[src/rtl/fetch_stage_if.sv]
// Fetch-stage bus: icache request/response, hazard/redirect controls and IF/ID drive.
// FETCH_PERF_EN adds the fetch_count/stall_count performance outputs.
interface fetch_stage_if;
  logic        ihit;
  logic [31:0] imemload;
  logic        iREN;
  logic [31:0] imemaddr;
  logic        stall;
  logic        redirect;
  logic [31:0] redirect_pc;
  logic [31:0] ifid_instruction;
  logic [31:0] ifid_pcplus4;
  logic        ifid_enable;
  logic        ifid_flush;
  logic        halted;
`ifdef FETCH_PERF_EN
  logic [31:0] fetch_count;
  logic [31:0] stall_count;
`endif

  modport master (
    input  ihit, imemload, stall, redirect, redirect_pc,
    output iREN, imemaddr, ifid_instruction, ifid_pcplus4,
           ifid_enable, ifid_flush, halted
`ifdef FETCH_PERF_EN
    , output fetch_count, stall_count
`endif
  );

  modport slave (
    output ihit, imemload, stall, redirect, redirect_pc,
    input  iREN, imemaddr, ifid_instruction, ifid_pcplus4,
           ifid_enable, ifid_flush, halted
`ifdef FETCH_PERF_EN
    , input fetch_count, stall_count
`endif
  );
endinterface

[src/rtl/fetch_stage.sv]
// Instruction fetch: owns PC and icache request, drives IF/ID inputs and controls.
// Define FETCH_PERF_EN to add fetch/stall performance counters.
module fetch_stage #(
  parameter logic [31:0] RESET_PC  = 32'h0000_0000,
  parameter logic [31:0] HALT_WORD = 32'hFFFF_FFFF
) (
  input logic          CLK,
  input logic          nRST,
  fetch_stage_if.master bus
);
  typedef enum logic {RUN = 1'b0, HALTED = 1'b1} state_t;

  state_t      state, state_next;
  logic [31:0] pc, pc_next, pc_plus4;
  logic        enable, flush;

  assign pc_plus4 = pc + 32'd4;

  always_ff @(posedge CLK or negedge nRST) begin
    if (!nRST) begin
      state <= RUN;
      pc    <= RESET_PC;
    end else begin
      state <= state_next;
      pc    <= pc_next;
    end
  end

  // Priority: redirect > stall > fetch; default is a bubble into IF/ID.
  always_comb begin
    state_next = state;
    pc_next    = pc;
    enable     = 1'b1;
    flush      = 1'b1;
    if (bus.redirect) begin
      pc_next    = bus.redirect_pc;
      state_next = RUN;
    end else if (bus.stall) begin
      enable = 1'b0;
      flush  = 1'b0;
    end else if (state == RUN && bus.ihit) begin
      pc_next = pc_plus4;
      flush   = 1'b0;
      if (bus.imemload == HALT_WORD) state_next = HALTED;
    end
  end

  assign bus.iREN             = (state == RUN);
  assign bus.imemaddr         = pc;
  assign bus.ifid_instruction = bus.imemload;
  assign bus.ifid_pcplus4     = pc_plus4;
  assign bus.halted           = (state == HALTED);
  // IF/ID is held flushed and not loading while reset is asserted.
  assign bus.ifid_enable      = nRST & enable;
  assign bus.ifid_flush       = ~nRST | flush;

`ifdef FETCH_PERF_EN
  logic        accept, stall_cycle;
  logic [31:0] fetch_count, stall_count;

  assign accept      = (state == RUN) & bus.ihit & ~bus.stall & ~bus.redirect;
  assign stall_cycle = (state == RUN) & ~bus.redirect & (bus.stall | ~bus.ihit);

  always_ff @(posedge CLK or negedge nRST) begin
    if (!nRST) begin
      fetch_count <= '0;
      stall_count <= '0;
    end else begin
      if (accept)      fetch_count <= fetch_count + 32'd1;
      if (stall_cycle) stall_count <= stall_count + 32'd1;
    end
  end

  assign bus.fetch_count = fetch_count;
  assign bus.stall_count = stall_count;
`endif
endmodule

[src/flat_wrapper.sv]
// flat-port wrapper written by rule: the top's interface ports become plain ports
module fetch_stage_flat 
#(
  parameter logic [31:0] RESET_PC  = 32'h0000_0000,
  parameter logic [31:0] HALT_WORD = 32'hFFFF_FFFF
)
  (CLK, nRST, bus_ihit, bus_imemload, bus_stall, bus_redirect, bus_redirect_pc, bus_iREN, bus_imemaddr, bus_ifid_instruction, bus_ifid_pcplus4, bus_ifid_enable, bus_ifid_flush, bus_halted);
  fetch_stage_if bus_i ();
  input logic CLK;
  input logic nRST;
  input wire logic [$bits(bus_i.ihit)-1:0] bus_ihit;
  input wire logic [$bits(bus_i.imemload)-1:0] bus_imemload;
  input wire logic [$bits(bus_i.stall)-1:0] bus_stall;
  input wire logic [$bits(bus_i.redirect)-1:0] bus_redirect;
  input wire logic [$bits(bus_i.redirect_pc)-1:0] bus_redirect_pc;
  output wire logic [$bits(bus_i.iREN)-1:0] bus_iREN;
  output wire logic [$bits(bus_i.imemaddr)-1:0] bus_imemaddr;
  output wire logic [$bits(bus_i.ifid_instruction)-1:0] bus_ifid_instruction;
  output wire logic [$bits(bus_i.ifid_pcplus4)-1:0] bus_ifid_pcplus4;
  output wire logic [$bits(bus_i.ifid_enable)-1:0] bus_ifid_enable;
  output wire logic [$bits(bus_i.ifid_flush)-1:0] bus_ifid_flush;
  output wire logic [$bits(bus_i.halted)-1:0] bus_halted;
  assign bus_i.ihit = bus_ihit;
  assign bus_i.imemload = bus_imemload;
  assign bus_i.stall = bus_stall;
  assign bus_i.redirect = bus_redirect;
  assign bus_i.redirect_pc = bus_redirect_pc;
  assign bus_iREN = bus_i.iREN;
  assign bus_imemaddr = bus_i.imemaddr;
  assign bus_ifid_instruction = bus_i.ifid_instruction;
  assign bus_ifid_pcplus4 = bus_i.ifid_pcplus4;
  assign bus_ifid_enable = bus_i.ifid_enable;
  assign bus_ifid_flush = bus_i.ifid_flush;
  assign bus_halted = bus_i.halted;
  fetch_stage #(.RESET_PC(RESET_PC), .HALT_WORD(HALT_WORD)) u_core (.CLK(CLK), .nRST(nRST), .bus(bus_i));
endmodule
[config.mk]
export PLATFORM = sky130hd
export DESIGN_NAME = fetch_stage_flat
export DESIGN_NICKNAME = d
export VERILOG_FILES = /design/src/rtl/fetch_stage_if.sv /design/src/rtl/fetch_stage.sv /design/src/flat_wrapper.sv
export SDC_FILE = /design/constraint.sdc
export NUM_CORES = 1
export LEC_CHECK = 0
export ABC_AREA = 1
export CORE_UTILIZATION = 38
export DETAILED_ROUTE_END_ITERATION = 8
export MAX_ROUTING_LAYER = met4
export PLACE_DENSITY_LB_ADDON = 0.25
export SLEW_MARGIN = 10
export SYNTH_ARGS = -nofsm -noshare
export SYNTH_HDL_FRONTEND = slang
export SYNTH_SLANG_ARGS = --single-unit
[constraint.sdc]
create_clock -name CLK -period 1.9 [get_ports CLK]
set_input_delay 0.38 -clock CLK [delete_from_list [all_inputs] [get_ports CLK]]
set_output_delay 0.38 -clock CLK [all_outputs]
set_load 0.1 [all_outputs]
==> results.cfg, run 1 <==
[outcome]
outcome = did not finish
stop_stage = 5_1_grt
tool.error = [ERROR DPL-0038] Utilization greater than 100%, impossible to legalize

[logic_synthesis]
synth.area.top_cells = dfrtp_1, nand2_1, buf_4
ys_seq_elements = 33
synth_area_sq_mm = 0.002789
synthCells = 437
synth_top_area_share_pct = 29.61
avgSynthCellArea_sq_um = 6.382
synth_top_cell_by_area = dfrtp_1
synth.yosys.seq_area_share_pct = 29.61
yosys_warnings = 0
yosys.cell_types.count = 25
synth.net_count = 507

[sta]
postGrtWorstEndpoint = bus_ifid_pcplus4[26]
endpoint_type = output port

[place]
routabilityCongestion = 0.9638
place_ws_ns = -0.09897
hpwl_microns = 10060
port_buffers = 168

[clock_tree]
cts_sinks = 33
htree_levels = 2
cts_made_buffers = 5
cts_buffer_depth = 2
cts_root_buffer = clkbuf_8

[floorplan]
start_util_pct = 40.16
io-pin-count = 169
rows = 30
die_w_microns = 87.67
fp.dieH_microns = 87.67

[global_routing]
grt_max_degree = 33
[cells in the mapped netlist]
master    count
ha_1          1
a21boi_0      1
nand2_4       1
nand2_2       1
xor2_2        4
clkbuf_1      2
o21ai_0      14
nor2_1       40
nor2_2        4
nand3_1      20
buf_4        34
a31oi_1       1
a21oi_1       1
o211ai_1      5
dfrtp_1      33
inv_1        56
and2_1        2
o21bai_1      1
buf_2         6
xor2_1       11
a22o_1        7
inv_2         1
nand2_1     181
nand4_1       2
nor2_4        8
[stage by stage]
step                      hold slack, ns  instance area (sq um)  utilization [%]  instances
after floorplan                  0.08441                   3203                -        437
after global placement            0.2005                   6106            87.93        707
after detailed placement          0.2037                   6106            87.93        707
after CTS                         0.4560                   6504            93.66        730
[cells by family after synthesis]
logic type / count (synthesis) / share of synthesized area, %
compound gates: 30 / 6.999
xor+xnor: 15 / 5.787
fa+ha+maj: 1 / 0.4486
buf+inv: 99 / 18.17
flops: 33 / 29.61
simple gates: 259 / 38.99
[repair_timing]
item | in CTS
pin swaps | 28
hold buffers | 1
setup endpoints to repair | 27
hold endpoints to repair | 1
setup buffers | 14
gates resized for setup | 47
==> inputs of run 2 (changes only) <==
--- a/config.mk
+++ b/config.mk
@@ -6,10 +6,9 @@
 export NUM_CORES = 1
 export LEC_CHECK = 0
 export ABC_AREA = 1
-export CORE_UTILIZATION = 38
+export CORE_UTILIZATION = 25
 export DETAILED_ROUTE_END_ITERATION = 8
-export MAX_ROUTING_LAYER = met4
-export PLACE_DENSITY_LB_ADDON = 0.25
+export PLACE_DENSITY_LB_ADDON = 0.15
 export SLEW_MARGIN = 10
 export SYNTH_ARGS = -nofsm -noshare
 export SYNTH_HDL_FRONTEND = slang
==> run 2 against run 1 <==
Net effect:
- the flow now finishes, with violations (setup timing)
- synthesized cell count stayed put
- synthesized area is the same
==> results.cfg, run 2 <==
[place]
port_buffers = 168
routabilityCongestion = 0.8395
postPlaceCellArea_sq_mm = 0.006233
hpwl_microns = 9056

[clock_tree]
cts_buffer_depth = 2
htree_levels = 2
cts_made_buffers = 5
cts_sinks = 33
cts_root_buffer = clkbuf_8
clkSlewWorstSetupHoldPaths_ns = 0.07
clk_latency_ns = 0.29
cts_tree = built

[sta]
post-route-period-util_pct = 120.5
setup_slack_ns = -0.3891
relSlewSlack_pct = 71.51
clock_skew_ns = 0.003909
finalSetupTns_ns = -7.814
tightestPinTransition_ns = 0.4273
hold_ws_ns = 0.2178
rsz0062_at_grt = true
final_hold_viol_count = 0
min_period_ns = 2.289
fmax_mhz = 436.8
setup_violations = 26
finalMaxSlewViolations = 0

[drt]
drtPass1Iterations = 4
avgViaCountPerCell = 4.397
ant_nets = 0
drt_iter0_markers = 184
avgRoutedWirePerCell_microns = 14.44
vias = 3447
routed_wl_microns = 11320
drc_errors = 0

[logic_synthesis]
synth_area_sq_mm = 0.002789
synth.net_count = 507
synth.yosys.seq_area_share_pct = 29.61
synth_ff_type = dfrtp_1
synthArstFlopShare_pct = 100.0
synth_top_cell_by_area = dfrtp_1
synthTopCellsByCount = nand2_1, inv_1, nor2_1, buf_4, dfrtp_1
avgSynthCellArea_sq_um = 6.382
synth.area.top_cells = dfrtp_1, nand2_1, buf_4
synthMostInstantiatedCell = nand2_1
yosys_warnings = 0
synth_top_area_share_pct = 29.61
ys_seq_elements = 33
synth_edf_count = 0
yosys.cell_types.count = 25
synthCells = 437

[setup_path]
rrSetupSlack_ns = 0.13
slowest_delay_ns = 0.44
critPathSlowestCell = dfrtp_4
start_kind = flip-flop
worst-path-max-fanout = 5
arrival_ns = 1.91
worst-endpoint-required_ns = 1.52
rr_startpoint = u_core.bus.imemaddr[2]
setup.worst_path.start = u_core.bus.imemaddr[2]
endpoint = bus_ifid_pcplus4[15]
critical_path_class = flip-flop to output port
reg2regPathDepth = 12
endpoint_kind = output port
r2r_end = u_core.bus.imemaddr[27]
cp_cell_sequence = buf_6 -> clkinvlp_4 -> nor2_4 -> nand2_2 -> nor2_4 -> buf_12 -> xor2_4 -> buf_12

[global_routing]
antenna_found_initial = 0
grt_first_pass_wirelength_microns = 17630
grt_usage_pct = 19.64
grt_pass1_vias = 3534
grt_max_degree = 32
globalRouteOverflowTotal = 0

[pwr]
vdd_drop_max_mv = 0.5595
cellPowerDensity_mw_per_mm2 = 703.9
p_leak_nw = 3.038
p_total_mw = 4.828

[cells_and_area]
drive_above_1_share_pct = 46.27
final_common_cell = nand2_1
layout.nets = 713
diodes = 0
fin_util_pct = 63.27
largest_reg_flops = 32
final_cell_mix = nand2_1, buf_12, clkdlybuf4s50_1
nFillCells = 889
seqCellArea_sq_um = 860.8
fin_area_sq_mm = 0.006859
area_growth_pct = 145.9
multi_input_area_sq_mm = 0.002140

[outcome]
outcome = complete, but fails checks
violations = setup timing

[floorplan]
dieArea_sq_mm = 0.01158
start_util_pct = 25.73
core_sq_mm = 0.01084
fp.dieH_microns = 107.6
rows = 38
die_w_microns = 107.6
io-pin-count = 169

[job]
drv_cap = 0

[hold_path]
hp-class = input pin to async pin
==> run 2: cell counts after synthesis <==
No cell type changed its count.
==> run 2: area by class of cell <==
| cell class | instances | area share (%) |
|---|---|---|
| Clock inverter | 1 | 0.07297 |
| Clock buffer | 7 | 1.405 |
| Timing Repair Buffer | 241 | 48.81 |
| Inverter | 57 | 3.411 |
| Sequential cell | 33 | 12.55 |
| Multi-Input combinational cell | 305 | 31.19 |
| Tap cell | 140 | 2.554 |
==> run 2: worst min-delay path by stage <==
stage / end / slack (ns) / cells after the start / startpoint
after floorplan: u_core.bus.halted / 0.08 / 0 / nRST
after global placement: u_core.bus.imemaddr[1] / 0.23 / 1 / nRST
after detailed placement: u_core.bus.imemaddr[1] / 0.23 / 1 / nRST
after CTS: u_core.bus.halted / 0.25 / 2 / nRST
after global routing: u_core.bus.imemaddr[14] / 0.27 / 2 / nRST
final: u_core.bus.imemaddr[19] / 0.22 / 2 / nRST
==> run 2: metrics by stage <==
stage               instances  worst slack [ns]
floorplan                 437           -0.8052
global placement          759          -0.09958
detailed placement        759           -0.1849
CTS                       773           -0.3734
global route              784           -0.4653
finish                    784           -0.3891
==> run 2: report_power, final <==
group | switching (mW) | internal (mW) | total (mW) | leakage [nW]
registers | 0.101 | 0.790 | 0.891 | 0.378
logic | 2.10 | 1.23 | 3.33 | 2.61
clock network | 0.275 | 0.328 | 0.603 | 0.0542
==> run 2: logic make-up after synthesis <==
| family | Yosys count | synth area share, % |
|---|---|---|
| xor gates and xnor gates | 15 | 5.787 |
| adders and majority gates | 1 | 0.4486 |
| AOI/OAI and AO/OA | 30 | 6.999 |
| and+or+nand+nor | 259 | 38.99 |
| DFF | 33 | 29.61 |
| buffers and inverters | 99 | 18.17 |
==> run 2: layer usage <==
metal  track usage (%)  part of all wire, %
met1             23.13                   39
met2             35.71                   53
met3             3.935                  7.3
met4             5.577                  1.1
met5                 0                    0
==> run 2: what timing repair did <==
item	in CTS	in global routing
hold buffers	1	0
setup buffers	5	12
hold endpoints to repair	2	0
pin swaps	7	24
gates resized for setup	19	62
endpoints found under the setup margin	29	30
==> run 2: critical path: cells and delay by family, from the launching register on <==
| family | cells | cell delay [ns] |
|---|---|---|
| xor+xnor | 1 | 0.17 |
| buf+inv | 4 | 0.53 |
| flops | 1 | 0.44 |
| simple gates | 3 | 0.46 |
No activity file was read; power rests on OpenSTA's default activity.
==> inputs of run 3 (changes only) <==
--- a/config.mk
+++ b/config.mk
@@ -7,7 +7,9 @@
 export LEC_CHECK = 0
 export ABC_AREA = 1
 export CORE_UTILIZATION = 25
+export CTS_CLUSTER_SIZE = 24
 export DETAILED_ROUTE_END_ITERATION = 8
+export GPL_ROUTABILITY_DRIVEN = 0
 export PLACE_DENSITY_LB_ADDON = 0.15
 export SLEW_MARGIN = 10
 export SYNTH_ARGS = -nofsm -noshare
==> results of run 3 <==
Final layout, timing and power as in run 2 (identical DEF).
==> inputs of run 4 (changes only) <==
--- a/config.mk
+++ b/config.mk
@@ -10,6 +10,7 @@
 export CTS_CLUSTER_SIZE = 24
 export DETAILED_ROUTE_END_ITERATION = 8
 export GPL_ROUTABILITY_DRIVEN = 0
+export HOLD_SLACK_MARGIN = 0.06
 export PLACE_DENSITY_LB_ADDON = 0.15
 export SLEW_MARGIN = 10
 export SYNTH_ARGS = -nofsm -noshare
==> results of run 4 <==
Final layout, timing and power as in run 2 (identical DEF).
